<file path="src/rtl/cam_pixel_packer.sv">
// Camera pixel packer: gathers PIX_W pixels from a VSYNC/HREF camera bus into
// 32-bit little-endian words and pushes them into a downstream FIFO.
module cam_pixel_packer #(
  parameter int unsigned PIX_W       = 8,
  parameter int unsigned LINE_CNT_W  = 12,
  parameter int unsigned FRAME_CNT_W = 16,
  parameter bit          FLUSH_EOL   = 1'b1,
  parameter logic [7:0]  PAD_VAL     = 8'h00
) (
  input  logic                   PCLKI,
  input  logic                   WBs_RST_i,
  input  logic                   VSYNCI,
  input  logic                   HREFI,
  input  logic [PIX_W-1:0]       CAM_DATA_i,
  input  logic                   CAP_EN_i,
  input  logic                   FIFO_FULL_i,
  input  logic                   OVF_CLR_i,
  output logic                   PUSH_o,
  output logic [31:0]            DIN_o,
  output logic                   SOF_o,
  output logic                   FRAME_DONE_o,
  output logic [LINE_CNT_W-1:0]  LINE_CNT_o,
  output logic [FRAME_CNT_W-1:0] FRAME_CNT_o,
  output logic                   OVF_o,
  output logic                   BUSY_o
);

  localparam int unsigned      PPW      = 32 / PIX_W;
  localparam logic [1:0]       LAST_IDX = 2'(PPW - 1);
  localparam logic [PIX_W-1:0] PAD_PIX  = {(PIX_W / 8){PAD_VAL}};

  typedef enum logic [1:0] {S_IDLE, S_ARMED, S_FRAME} state_t;

  state_t                 r_state, w_state_nxt;
  logic                   r_vs_d, r_hr_d;
  logic [31:0]            r_acc;
  logic [1:0]             r_idx;
  logic [31:0]            r_din;
  logic                   r_push;
  logic                   r_sof_pend;
  logic                   r_frame_done;
  logic                   r_ovf;
  logic [LINE_CNT_W-1:0]  r_line_cnt;
  logic [FRAME_CNT_W-1:0] r_frame_cnt;

  logic        w_in_frame, w_pix_vld, w_vs_rise, w_vs_fall, w_hr_fall;
  logic        w_eol, w_eof, w_flush, w_entry, w_push_ok;
  logic [31:0] w_acc_nxt, w_flush_word;

  assign w_in_frame = (r_state == S_FRAME);
  assign w_pix_vld  = w_in_frame & HREFI & VSYNCI;
  assign w_vs_rise  = ~r_vs_d & VSYNCI;
  assign w_vs_fall  = r_vs_d & ~VSYNCI;
  assign w_hr_fall  = r_hr_d & ~HREFI;
  assign w_eol      = w_in_frame & w_hr_fall;
  assign w_eof      = w_in_frame & w_vs_fall;
  // A coincident line and frame end share the single flush below.
  assign w_flush    = FLUSH_EOL & (w_eol | w_eof) & (r_idx != 2'd0);
  assign w_entry    = (r_state == S_ARMED) & (w_state_nxt == S_FRAME);
  // FIFO full is judged on the push cycle itself; a dropped word is lost.
  assign w_push_ok  = r_push & ~FIFO_FULL_i;

  // Capture state register
  always_ff @(posedge PCLKI or posedge WBs_RST_i) begin
    if (WBs_RST_i) r_state <= S_IDLE;
    else           r_state <= w_state_nxt;
  end

  // Next-state logic
  always_comb begin
    w_state_nxt = r_state;
    case (r_state)
      S_IDLE:  if (CAP_EN_i) w_state_nxt = S_ARMED;
      S_ARMED: begin
        if (!CAP_EN_i)     w_state_nxt = S_IDLE;
        else if (w_vs_rise) w_state_nxt = S_FRAME;
      end
      S_FRAME: if (w_vs_fall) w_state_nxt = CAP_EN_i ? S_ARMED : S_IDLE;
      default: w_state_nxt = S_IDLE;
    endcase
  end

  // Lane insertion for the incoming pixel and padding for a partial flush
  always_comb begin
    w_acc_nxt    = r_acc;
    w_flush_word = r_acc;
    for (int k = 0; k < int'(PPW); k++) begin
      if (r_idx == 2'(k)) w_acc_nxt[k*PIX_W +: PIX_W] = CAM_DATA_i;
      if (2'(k) >= r_idx) w_flush_word[k*PIX_W +: PIX_W] = PAD_PIX;
    end
  end

  always_ff @(posedge PCLKI or posedge WBs_RST_i) begin
    if (WBs_RST_i) begin
      r_vs_d       <= 1'b0;
      r_hr_d       <= 1'b0;
      r_acc        <= '0;
      r_idx        <= '0;
      r_din        <= '0;
      r_push       <= 1'b0;
      r_sof_pend   <= 1'b0;
      r_frame_done <= 1'b0;
      r_ovf        <= 1'b0;
      r_line_cnt   <= '0;
      r_frame_cnt  <= '0;
    end else begin
      r_vs_d       <= VSYNCI;
      r_hr_d       <= HREFI;
      r_push       <= 1'b0;
      r_frame_done <= w_eof;

      if (w_entry) begin
        r_idx      <= '0;
        r_line_cnt <= '0;
      end else if (w_pix_vld) begin
        r_acc <= w_acc_nxt;
        if (r_idx == LAST_IDX) begin
          r_idx  <= '0;
          r_din  <= w_acc_nxt;
          r_push <= 1'b1;
        end else begin
          r_idx <= r_idx + 2'd1;
        end
      end else if (w_eol || w_eof) begin
        r_idx <= '0;
        if (w_flush) begin
          r_din  <= w_flush_word;
          r_push <= 1'b1;
        end
      end

      if (w_eol && (r_line_cnt != '1)) r_line_cnt <= r_line_cnt + LINE_CNT_W'(1);
      if (w_eof) r_frame_cnt <= r_frame_cnt + FRAME_CNT_W'(1);

      // SOF rides on the first word the FIFO actually accepts
      if (w_entry)        r_sof_pend <= 1'b1;
      else if (w_push_ok) r_sof_pend <= 1'b0;

      if (r_push && FIFO_FULL_i) r_ovf <= 1'b1;
      else if (OVF_CLR_i)        r_ovf <= 1'b0;
    end
  end

  assign PUSH_o       = w_push_ok;
  assign SOF_o        = w_push_ok & r_sof_pend;
  assign DIN_o        = r_din;
  assign FRAME_DONE_o = r_frame_done;
  assign LINE_CNT_o   = r_line_cnt;
  assign FRAME_CNT_o  = r_frame_cnt;
  assign OVF_o        = r_ovf;
  assign BUSY_o       = w_in_frame;

endmodule

</file>
<file path="config.mk">
export PLATFORM = sky130hd
export DESIGN_NAME = cam_pixel_packer
export DESIGN_NICKNAME = d
export VERILOG_FILES = /design/src/rtl/cam_pixel_packer.sv
export SDC_FILE = /design/constraint.sdc
export NUM_CORES = 1
export LEC_CHECK = 0
export ABC_AREA = 1
export CAP_MARGIN = 10
export CORE_MARGIN = 2
export CORE_UTILIZATION = 58
export DETAILED_ROUTE_END_ITERATION = 8
export GPL_TIMING_DRIVEN = 0
export PLACE_DENSITY_LB_ADDON = 0.1
export SETUP_SLACK_MARGIN = 0.15
export SLEW_MARGIN = 5
export SYNTH_ARGS = -nofsm -noshare
export SYNTH_HDL_FRONTEND = slang
export SYNTH_SLANG_ARGS = --single-unit
</file>
<file path="constraint.sdc">
create_clock -name PCLKI -period 4.46 [get_ports PCLKI]
set_input_delay 0.446 -clock PCLKI [delete_from_list [all_inputs] [get_ports PCLKI]]
set_output_delay 0.446 -clock PCLKI [all_outputs]
set_load 0.05 [all_outputs]
</file>
==> results.txt <==
Tot GR Track Use = 0.255
DIE WIDTH = 97.3 µm
r2r worst-path depth = 9
Final Wtd Congestion = 0.926
Warnings, synthesis = 0
Port Buf Inserts = 79
Yosys reg bits = 102
WHS Path Cells = 2
setup_tns = 0 ps
Largest delay share family, worst path = buffers and inverters
# IOs = 80
CTS resizes = 0
DP HPWL = 8440 µm
antenna violations before repair = 0
fraction of layout cells with a size suffix above 1 = 0.0622
vias in the first global route = 4,267
n_diodes = 0
area of the core = 8590 µm²
top post-synthesis cells by area = dfrtp_1 (51%), nand2_1 (16%), nand3_1 (7.3%)
remaining antenna violation count = 0
crit-path max FO = 3
Layout Nets = 757
Cells after Synth = 644
largest stage delay on the critical path = 830 ps
crit end category = output pin
worst path cell trace = clkdlybuf4s50_1, nor3_1, clkdlybuf4s50_1
Required @ worst endpoint = 4010 ps
Seq/Total Area, Yosys = 0.506
Distinct cells, synth = 24
Slew Limit Fails = 0
top-count cell post-synth = nand2_1
Post-Syn Area = 5040 µm²
Vias/cell = 5.33
Place WS = 2090 ps
fin worst setup slack = 2100 ps
Critical Path Source Type = primary input
Yosys top cell by area = dfrtp_1
detailed-route DRC error count = 0
PD cells = 369 nW/µm²
Final Skew = 14.6 ps
Die Ht = 97.3 µm
Buf/Inv on CP = 2
die area = 9460 µm²
syn avg cell area = 7.83 µm²
minimum clock period = 2360 ps
Fmax = 424 MHz
Post-synth EDFFs = 0
CTS Buf Count = 9
H-tree Lvls = 3
crit share post-route = 0.529
GR Overflow Total = 0
leading register cell type out of synthesis = dfrtp_1
post-CTS setup buffer count = 0
synth cell count leaders = nand2_1 (210), dfrtp_1 (102), nand3_1 (74)
Worst-path clk slew = 100 ps
CP max stage cell = clkdlybuf4s50_1
outcome = complete, no violations
worst-skew pair later-pin latency = 370 ps
Synth async-reset ratio = 1.00
clock root cell = clkbuf_8
Final Hold Vio Count = 0
syn_nets = 666
CTS sink cnt = 102
Post-CTS Hold Buffers = 0
max-cap violation count = 0
worst vdd ir = 0.367 mV
CTS tree = built
std cell rows = 34
area delta synth->final = 22.8%
WL/cell = 13.8 µm
Yosys top cell area share = 0.506
Longest Clk Path Bufs = 2
Vias = 4,522
TritonRoute pass-1 iters = 4
CP arrival = 1910 ps
most used cell, CP = clkdlybuf4s50_1
RSZ-0062 raised after global routing = no
Total Wirelength = 11,700 µm
endpoints failing setup = 0
initial core utilization = 0.587
Static Leakage = 3.07 nW
Rel. slew slack = 0.455
Slew @ Worst Pin = 817 ps
WS Path Type = primary input to output pin
global-route wire length before repair = 19,800 µm
instance count on the critical path = 3
largest net degree at the start of global routing = 67
drt first-iter violations = 216
Hold Crit Class = register to register
==> layer usage <==
metal | track usage | vias up | wire, µm
li1 | - | 2236 | -
met1 | 0.353 | 2109 | 5070
met2 | 0.417 | 157 | 5560
met3 | 0.0504 | 20 | 798
met4 | 0.0652 | 0 | 269
met5 | 0 | - | 0
==> power breakdown <==
part / internal (mW) / total [mW] / switching [mW]
clock network: 0.267 / 0.605 / 0.339
logic: 0.182 / 0.518 / 0.336
registers: 1.08 / 1.17 / 0.0857
total: 1.53 / 2.29 / 0.761
==> flip-flops by register name, indices dropped and copies added (netlist names) <==
register,cells
r_vs_d,1
r_acc,32
DIN_o,32
r_state,2
r_idx,2
LINE_CNT_o,12
OVF_o,1
FRAME_DONE_o,1
r_sof_pend,1
r_push,1
r_hr_d,1
FRAME_CNT_o,16
==> cells in the final DEF (no fill, tap or decap), types with 3 or more instances in the layout <==
cell type and count:
o21ai_0 66, nand4_1 6, nor2_4 3, inv_6 3, nand3_1 74, inv_1 63, nor2_1 45, ha_1 7
clkdlybuf4s50_1 79, xnor2_1 4, a31oi_1 5, clkbuf_8 9, clkbuf_1 8, nand2_1 210, o21bai_1 10, xor2_1 8
nand2_2 4, buf_4 6, buf_2 11, dfrtp_1 102
==> cell families (layout without fill, tap and decap cells) <==
| family | after synthesis | count (layout) | share of synthesized area |
|---|---|---|---|
| compound gates | 83 | 83 | 0.0886 |
| fa+ha+maj | 7 | 7 | 0.0174 |
| xor+xnor | 12 | 12 | 0.0208 |
| flops | 102 | 102 | 0.506 |
| buf+inv | 92 | 188 | 0.0757 |
| simple gates | 348 | 348 | 0.291 |
==> through the flow <==
step | cell area (µm²) | hold WS (ps) | cells | total power [mW] | util
floorplan | 5040 | 452 | 644 | 1.54 | -
global placement | 5970 | 490 | 831 | 1.66 | 0.695
detailed placement | 5990 | 497 | 832 | 1.70 | 0.697
CTS | 6200 | 522 | 848 | 2.30 | 0.721
global route | 6200 | 536 | 848 | 2.42 | 0.721
finish | 6200 | 519 | 848 | 2.29 | 0.721
==> worst paths after layout <==
path / end / slack (ps) / from
min in group asynchronous: DIN_o[2] / 600 / WBs_RST_i
max in group asynchronous: r_acc[16] / 3190 / WBs_RST_i
max reg2reg: DIN_o[9] / 2670 / r_idx[1]
min reg2reg: DIN_o[17] / 520 / DIN_o[17]
min: DIN_o[17] / 520 / DIN_o[17]
max: SOF_o / 2100 / FIFO_FULL_i
==> tightest hold or removal path, delay by kind of cell (launching register included) <==
family	cells	cell delay, ps
DFF	1	360
and+or+nand+nor	2	130
==> layout make-up <==
cell class,instances,area (µm²)
Sequential cell,102,2550
Fill cell,680,2400
Tap cell,108,135
Multi-Input combinational cell,450,2110
Buffer,26,134
Inverter,66,250
Timing Repair Buffer,80,811
Clock buffer,9,124
Clock inverter,7,80.1
(Power assumes the default switching activity.)
